File: src/rtl/sg_pkg.sv
// Shared constants and FSM state type for the DAC signal-generator sequencer.
// The optional shadow bank is enabled by defining SGSEQ_SHADOW_EN.
package sg_pkg;

  localparam logic [3:0] CS_IDLE = 4'h0;
  localparam logic [3:0] CS_LOAD = 4'h5;
  localparam logic [3:0] CS_RUN  = 4'h7;

  localparam int NPTS = 8;

  typedef enum logic [1:0] {
    ST_IDLE,
    ST_LOAD,
    ST_RUN
  } seqState_t;

endpackage

File: src/rtl/sig_gen_seq_if.sv
// Host-side register/command interface of the signal-generator sequencer.
// Shared by default and SGSEQ_SHADOW_EN builds.
interface sig_gen_seq_if #(
  parameter int DW = 12,
  parameter int CW = 16
);
  logic          wr_en;
  logic [2:0]    wr_addr;
  logic [DW-1:0] wr_data;
  logic          start;
  logic          stop;
  logic [CW-1:0] cycles;
  logic          wr_err;

  modport master (
    output wr_en, wr_addr, wr_data, start, stop, cycles,
    input  wr_err
  );

  modport slave (
    input  wr_en, wr_addr, wr_data, start, stop, cycles,
    output wr_err
  );
endinterface

File: src/rtl/sg_point_bank.sv
// Eight waveform point registers with write decode; with SGSEQ_SHADOW_EN defined,
// also a shadow bank whose pending contents are copied in on commit.
module sg_point_bank
  import sg_pkg::*;
#(
  parameter int DW = 12
) (
  input  logic                     clk,
  input  logic                     rst,
  input  logic                     wrEn,
  input  logic [2:0]               wrAddr,
  input  logic [DW-1:0]            wrData,
  input  logic                     wrIdle,
`ifdef SGSEQ_SHADOW_EN
  input  logic                     commit,
  output logic                     pending,
`endif
  output logic [NPTS-1:0][DW-1:0]  points
);

  for (genvar gi = 0; gi < NPTS; gi++) begin : gPoint
    logic          hit;
    logic [DW-1:0] pointReg;

    assign hit        = wrEn && (wrAddr == 3'(gi));
    assign points[gi] = pointReg;

`ifdef SGSEQ_SHADOW_EN
    logic [DW-1:0] shadowReg;
    logic [DW-1:0] shadowNext;

    // A write landing on the commit clock is merged so it is not lost.
    assign shadowNext = hit ? wrData : shadowReg;

    always_ff @(posedge clk or posedge rst) begin
      if (rst) begin
        shadowReg <= '0;
        pointReg  <= '0;
      end else begin
        shadowReg <= shadowNext;
        if (hit && wrIdle)
          pointReg <= wrData;
        else if (commit)
          pointReg <= shadowNext;
      end
    end
`else
    always_ff @(posedge clk or posedge rst) begin
      if (rst)
        pointReg <= '0;
      else if (hit && wrIdle)
        pointReg <= wrData;
    end
`endif
  end

`ifdef SGSEQ_SHADOW_EN
  always_ff @(posedge clk or posedge rst) begin
    if (rst)
      pending <= 1'b0;
    else if (commit)
      pending <= 1'b0;
    else if (wrEn && !wrIdle)
      pending <= 1'b1;
  end
`endif

endmodule

File: src/rtl/sig_gen_seq.sv
// Sequencer for the 8-point DAC signal generator: point storage, IDLE/LOAD/RUN control
// and burst period counting. Define SGSEQ_SHADOW_EN for shadowed writes during a burst.
module sig_gen_seq
  import sg_pkg::*;
#(
  parameter int DW          = 12,
  parameter int CW          = 16,
  parameter int PERIOD_CLKS = 8
) (
  input  logic          clk,
  input  logic          rst,
  sig_gen_seq_if.slave  host,
  output logic [3:0]    controlstate,
  output logic [DW-1:0] sgDP0,
  output logic [DW-1:0] sgDP1,
  output logic [DW-1:0] sgDP2,
  output logic [DW-1:0] sgDP3,
  output logic [DW-1:0] sgDP4,
  output logic [DW-1:0] sgDP5,
  output logic [DW-1:0] sgDP6,
  output logic [DW-1:0] sgDP7,
  output logic          busy,
  output logic          done,
  output logic [CW-1:0] period_cnt
);

  localparam int PW = $clog2(PERIOD_CLKS);

  seqState_t             state;
  logic [PW-1:0]         phase;
  logic [CW-1:0]         cyclesLat;
  logic [NPTS-1:0][DW-1:0] points;
  logic                  idleNow;
  logic                  lastPhase;
  logic [CW:0]           cntPlus1;
  logic                  burstDone;
  logic [CW-1:0]         cntSat;
  logic                  pending;

  assign idleNow   = (state == ST_IDLE);
  assign lastPhase = (phase == PW'(PERIOD_CLKS - 1));
  // One extra bit so the completion compare cannot wrap at all-ones.
  assign cntPlus1  = {1'b0, period_cnt} + {{CW{1'b0}}, 1'b1};
  assign burstDone = (cyclesLat != '0) && (cntPlus1 == {1'b0, cyclesLat});
  assign cntSat    = (&period_cnt) ? period_cnt : cntPlus1[CW-1:0];

`ifdef SGSEQ_SHADOW_EN
  logic commit;
  assign commit      = (state == ST_RUN) && lastPhase && !host.stop && pending;
  assign host.wr_err = 1'b0;
`else
  logic wrErrReg;
  assign pending     = 1'b0;
  assign host.wr_err = wrErrReg;

  always_ff @(posedge clk or posedge rst) begin
    if (rst)
      wrErrReg <= 1'b0;
    else
      wrErrReg <= host.wr_en && !idleNow;
  end
`endif

  sg_point_bank #(.DW(DW)) uBank (
    .clk    (clk),
    .rst    (rst),
    .wrEn   (host.wr_en),
    .wrAddr (host.wr_addr),
    .wrData (host.wr_data),
    .wrIdle (idleNow),
`ifdef SGSEQ_SHADOW_EN
    .commit (commit),
    .pending(pending),
`endif
    .points (points)
  );

  assign sgDP0 = points[0];
  assign sgDP1 = points[1];
  assign sgDP2 = points[2];
  assign sgDP3 = points[3];
  assign sgDP4 = points[4];
  assign sgDP5 = points[5];
  assign sgDP6 = points[6];
  assign sgDP7 = points[7];

  always_ff @(posedge clk or posedge rst) begin
    if (rst) begin
      state        <= ST_IDLE;
      controlstate <= CS_IDLE;
      busy         <= 1'b0;
      done         <= 1'b0;
      period_cnt   <= '0;
      phase        <= '0;
      cyclesLat    <= '0;
    end else begin
      done <= 1'b0;
      case (state)
        ST_IDLE: begin
          if (host.start && !host.stop) begin
            state        <= ST_LOAD;
            controlstate <= CS_LOAD;
            busy         <= 1'b1;
            cyclesLat    <= host.cycles;
            period_cnt   <= '0;
          end
        end
        ST_LOAD: begin
          phase <= '0;
          if (host.stop) begin
            state        <= ST_IDLE;
            controlstate <= CS_IDLE;
            busy         <= 1'b0;
          end else begin
            state        <= ST_RUN;
            controlstate <= CS_RUN;
          end
        end
        ST_RUN: begin
          if (host.stop) begin
            state        <= ST_IDLE;
            controlstate <= CS_IDLE;
            busy         <= 1'b0;
            phase        <= '0;
          end else if (lastPhase) begin
            period_cnt <= cntSat;
            phase      <= '0;
            if (burstDone) begin
              state        <= ST_IDLE;
              controlstate <= CS_IDLE;
              busy         <= 1'b0;
              done         <= 1'b1;
            end else if (pending) begin
              // Extra LOAD clock lets the generator pick up the committed points.
              state        <= ST_LOAD;
              controlstate <= CS_LOAD;
            end
          end else begin
            phase <= phase + PW'(1);
          end
        end
        default: begin
          state        <= ST_IDLE;
          controlstate <= CS_IDLE;
          busy         <= 1'b0;
          phase        <= '0;
        end
      endcase
    end
  end

endmodule

File: src/flat_wrapper.sv
// flat-port wrapper written by rule: the top's interface ports become plain ports
module sig_gen_seq_flat import sg_pkg::*;
#(
  parameter int DW          = 12,
  parameter int CW          = 16,
  parameter int PERIOD_CLKS = 8
)
  (clk, rst, controlstate, sgDP0, sgDP1, sgDP2, sgDP3, sgDP4, sgDP5, sgDP6, sgDP7, busy, done, period_cnt, host_wr_en, host_wr_addr, host_wr_data, host_start, host_stop, host_cycles, host_wr_err);
  sig_gen_seq_if #(.DW(DW), .CW(CW)) host_i ();
  input  logic clk;
  input  logic rst;
  output logic [3:0] controlstate;
  output logic [DW-1:0] sgDP0;
  output logic [DW-1:0] sgDP1;
  output logic [DW-1:0] sgDP2;
  output logic [DW-1:0] sgDP3;
  output logic [DW-1:0] sgDP4;
  output logic [DW-1:0] sgDP5;
  output logic [DW-1:0] sgDP6;
  output logic [DW-1:0] sgDP7;
  output logic busy;
  output logic done;
  output logic [CW-1:0] period_cnt;
  input wire logic [$bits(host_i.wr_en)-1:0] host_wr_en;
  input wire logic [$bits(host_i.wr_addr)-1:0] host_wr_addr;
  input wire logic [$bits(host_i.wr_data)-1:0] host_wr_data;
  input wire logic [$bits(host_i.start)-1:0] host_start;
  input wire logic [$bits(host_i.stop)-1:0] host_stop;
  input wire logic [$bits(host_i.cycles)-1:0] host_cycles;
  output wire logic [$bits(host_i.wr_err)-1:0] host_wr_err;
  assign host_i.wr_en = host_wr_en;
  assign host_i.wr_addr = host_wr_addr;
  assign host_i.wr_data = host_wr_data;
  assign host_i.start = host_start;
  assign host_i.stop = host_stop;
  assign host_i.cycles = host_cycles;
  assign host_wr_err = host_i.wr_err;
  sig_gen_seq #(.DW(DW), .CW(CW), .PERIOD_CLKS(PERIOD_CLKS)) u_core (.clk(clk), .rst(rst), .host(host_i), .controlstate(controlstate), .sgDP0(sgDP0), .sgDP1(sgDP1), .sgDP2(sgDP2), .sgDP3(sgDP3), .sgDP4(sgDP4), .sgDP5(sgDP5), .sgDP6(sgDP6), .sgDP7(sgDP7), .busy(busy), .done(done), .period_cnt(period_cnt));
endmodule
File: config.mk
export PLATFORM = sky130hd
export DESIGN_NAME = sig_gen_seq_flat
export DESIGN_NICKNAME = d
export VERILOG_FILES = /design/src/rtl/sg_pkg.sv /design/src/rtl/sig_gen_seq_if.sv /design/src/rtl/sg_point_bank.sv /design/src/rtl/sig_gen_seq.sv /design/src/flat_wrapper.sv
export SDC_FILE = /design/constraint.sdc
export NUM_CORES = 1
export LEC_CHECK = 0
export CAP_MARGIN = 30
export CORE_ASPECT_RATIO = 0.75
export CORE_MARGIN = 2
export CORE_UTILIZATION = 53
export CTS_CLUSTER_DIAMETER = 120
export CTS_CLUSTER_SIZE = 12
export DETAILED_ROUTE_END_ITERATION = 10
export PLACE_DENSITY = 0.86
export SLEW_MARGIN = 20
export SYNTH_ARGS = -nofsm -noshare
export SYNTH_HDL_FRONTEND = slang
export SYNTH_SLANG_ARGS = --single-unit
File: constraint.sdc
create_clock -name clk -period 10.15 [get_ports clk]
set_clock_uncertainty 0.05 [all_clocks]
set_input_delay 3.045 -clock clk [delete_from_list [all_inputs] [get_ports clk]]
set_output_delay 3.045 -clock clk [all_outputs]
set_load 0.03 [all_outputs]
==> results_dict.tcl <==
set metrics [dict create \
    cts_root_buf "clkbuf_16" \
    slew_viol_final 0 \
    status "completed" \
    syn_inst 504 \
    dieHeight_um 96.6 \
    synth_area_sq_um 6060 \
    yosysSeqAreaShare_pct 56.6 \
    place_hpwl_mm 11.3 \
    synthFlopType "dfrtp_1" \
    worstPathMaxFanout 31 \
    grtUsageTotal_pct 27.4 \
    cts.path.max_buffers 2 \
    grt_pass1_wl_mm 25.0 \
    finalNetCount 689 \
    cts_buffers 17 \
    ys_ff_latch 137 \
    end_kind "flip-flop" \
    grt_pass1_vias 4555 \
    grt-ovfl-total 0 \
    vias 4678 \
    cp.arrival_ns 5.41 \
    n_antenna_cell 0 \
    synth_area_per_cell_sq_um 12.0 \
    cp.required_ns 10.38 \
    min_period_over_period_pct 51.1 \
    portBuffers 153 \
    ant_nets 0 \
    synth_common_cells "dfrtp_1, mux2_2, nand2_1" \
    synth_nets 543 \
    die_x_um 127 \
    clock_sinks 137 \
    p_leak_uw 0.00354 \
    gp_congestion 0.962 \
    clkTransAtPathRegs_ns 0.06 \
    synth_top_area_share_pct 56.6 \
    route.detailed.drc 0 \
    clk-insertion-delay-late_ns 0.42 \
    cts-resized-gates 0 \
    hold_start "u_core.uBank.gPoint[5].pointReg[2]$_DFFE_PP0P_" \
    tns_ns 0 \
    synth.most_common_cell "dfrtp_1" \
    cts_hold_buf 0 \
    cts_tree "done" \
    ys_warn_count 0 \
    yosysTopAreaCell "dfrtp_1" \
    cts_setup_buffers 0 \
    hold_path.class "flip-flop to flip-flop" \
    antenna_found_initial 0 \
    io_pins 155 \
    grt_max_degree 78 \
    vias_per_cell 5.83 \
    criticalPathCategory "input pin to flip-flop" \
    synth-edff-count 0 \
    first_pass_iters 4 \
    fin_crit_ns 5.18 \
    drive_gt1_share_pct 20.5 \
    h-tree-depth 4 \
    power_density_nw_per_um2 249 \
    wl_per_cell_um 20.9 \
    timing.rr.start "u_core.period_cnt[0]$_DFFE_PP0P_" \
    vdd_drop_max_mv 0.159 \
    rsz0062_at_grt "no" \
    synth_cell_types 50 \
    hold_violations 0 \
    setup-violations-final 0 \
    rows 33 \
    slew_headroom_pct 47.7 \
    initial_core_util_pct 55.0 \
    fmax_ghz 0.193 \
    crit_path_start_kind "input pin" \
    fin_area_sq_um 8240 \
    die_area_sq_um 12300 \
    fp.coreArea_sq_um 11000 \
    detail_route.iter0.violations 311 \
    placed_cell_area_sq_um 7610 \
    worst_slew_pin_slew_ns 0.782 \
    syn_to_final_growth_pct 36.0 \
    maxCapViolCount 0 \
    async_flop_share_pct 100 \
    startpoint "host_stop" \
    wl_mm 16.8 \
    synth_area_leaders "dfrtp_1, mux2_2, nand2_1, o21ai_0, xnor2_1" \
]
layout by cell type (no fill, tap or decap), types with 2 or more instances in the layout:
master           netlist  layout
clkdlybuf4s50_1        0     153
dfrtp_1              137     137
mux2_2                96      96
nand2_1               69      69
o21ai_0               28      28
clkbuf_16              0      17
nor2_1                15      15
xnor2_1               15      15
inv_1                 11      10
xor2_1                 9       9
and3_1                 8       8
nand3_1                8       8
nand4_1                7       7
a21oi_1                6       6
o31ai_1                6       6
nor3_1                 5       5
o22ai_1                5       5
nor4_1                 5       5
nand3b_1               4       4
clkinv_4               0       4
nor2b_1                3       3
nand2b_1               3       3
o41ai_1                3       3
ha_1                   3       3
bufinv_16              0       3
clkinv_2               0       3
inv_6                  0       3
nor3b_1                2       2
and3_2                 2       2
a31oi_1                2       2
or4_1                  2       2
o211ai_1               2       2
a21o_1                 2       2
worst max-delay path: stages:
cell             delay [ns]
clkdlybuf4s50_1        0.57
nor3b_1                0.40
nand2_1                0.12
a21o_1                 0.44
nand2_1                0.40
inv_1                  0.11
o21ai_0                0.21
o31ai_1                0.10
final cells by class:
class	instances	area (sq um)
Clock buffer	17	425
Clock inverter	14	174
Fill cell	690	2790
Inverter	11	43.8
Multi-Input combinational cell	328	2420
Sequential cell	137	3430
Tap cell	140	175
Timing Repair Buffer	155	1570
cell families (layout without fill, tap and decap cells):
kind of cell,after synthesis,after routing,synth area share [%]
AO/OA/AOI/OAI,61,61,6.38
AND/OR/NAND/NOR,142,142,11.5
buffers and inverters,39,197,3.39
other,1,1,0.0619
adder cells (fa/ha/maj),3,3,0.620
flip-flops,137,137,56.6
multiplexers,97,97,18.0
XOR/XNOR,24,24,3.47
power by group:
| part | leakage (uW) | switching [uW] | internal, uW | total, uW |
|---|---|---|---|---|
| Combinational | 0.00154 | 368 | 296 | 664 |
| Sequential | 0.00170 | 83.0 | 669 | 752 |
| Clock | 0.000294 | 248 | 387 | 635 |
stage by stage:
| stage | utilization [%] | power (uW) | hold WS [ns] | instances | worst slack [ns] |
|---|---|---|---|---|---|
| CTS | 74.5 | 2050 | 0.455 | 801 | 5.05 |
| finish | 74.7 | 2050 | 0.453 | 802 | 4.97 |
| detailed placement | 69.0 | 1410 | 0.442 | 770 | 4.61 |
| global route | 74.7 | 2120 | 0.465 | 802 | 4.77 |
| global placement | 69.0 | 1390 | 0.436 | 770 | 4.82 |
| floorplan | - | 1120 | 0.438 | 504 | 3.39 |
routing by layer:
metal | track usage, % | part of all wire [%] | vias up
met2 | 40.6 | 45 | 205
met4 | 12.7 | 3.6 | 0
met5 | 0 | 0 | -
li1 | - | - | 2085
met1 | 36.8 | 43 | 2340
met3 | 9.47 | 8.4 | 48
worst paths after layout:
kind	cells after the start	slack (ns)	end
max in group asynchronous	4	5.86	u_core.uBank.gPoint[0].pointReg[0]$_DFFE_PP0P_
worst min-delay path	1	0.45	u_core.uBank.gPoint[5].pointReg[2]$_DFFE_PP0P_
worst max register to register	8	6.74	u_core.period_cnt[5]$_DFFE_PP0P_
worst min register to register	1	0.45	u_core.uBank.gPoint[5].pointReg[2]$_DFFE_PP0P_
min in group asynchronous	2	3.08	u_core.uBank.gPoint[0].pointReg[1]$_DFFE_PP0P_
worst max-delay path	8	4.97	u_core.period_cnt[5]$_DFFE_PP0P_
flip-flops by register name, summed over array words and instances, names as in the netlist:
register	cells
u_core.busy	1
u_core.controlstate	2
u_core.cyclesLat	16
u_core.done	1
u_core.host.wr_err	1
u_core.period_cnt	16
u_core.phase	3
u_core.state	1
u_core.uBank.gPoint.pointReg	96
No activity file was read; power rests on OpenSTA's default activity.
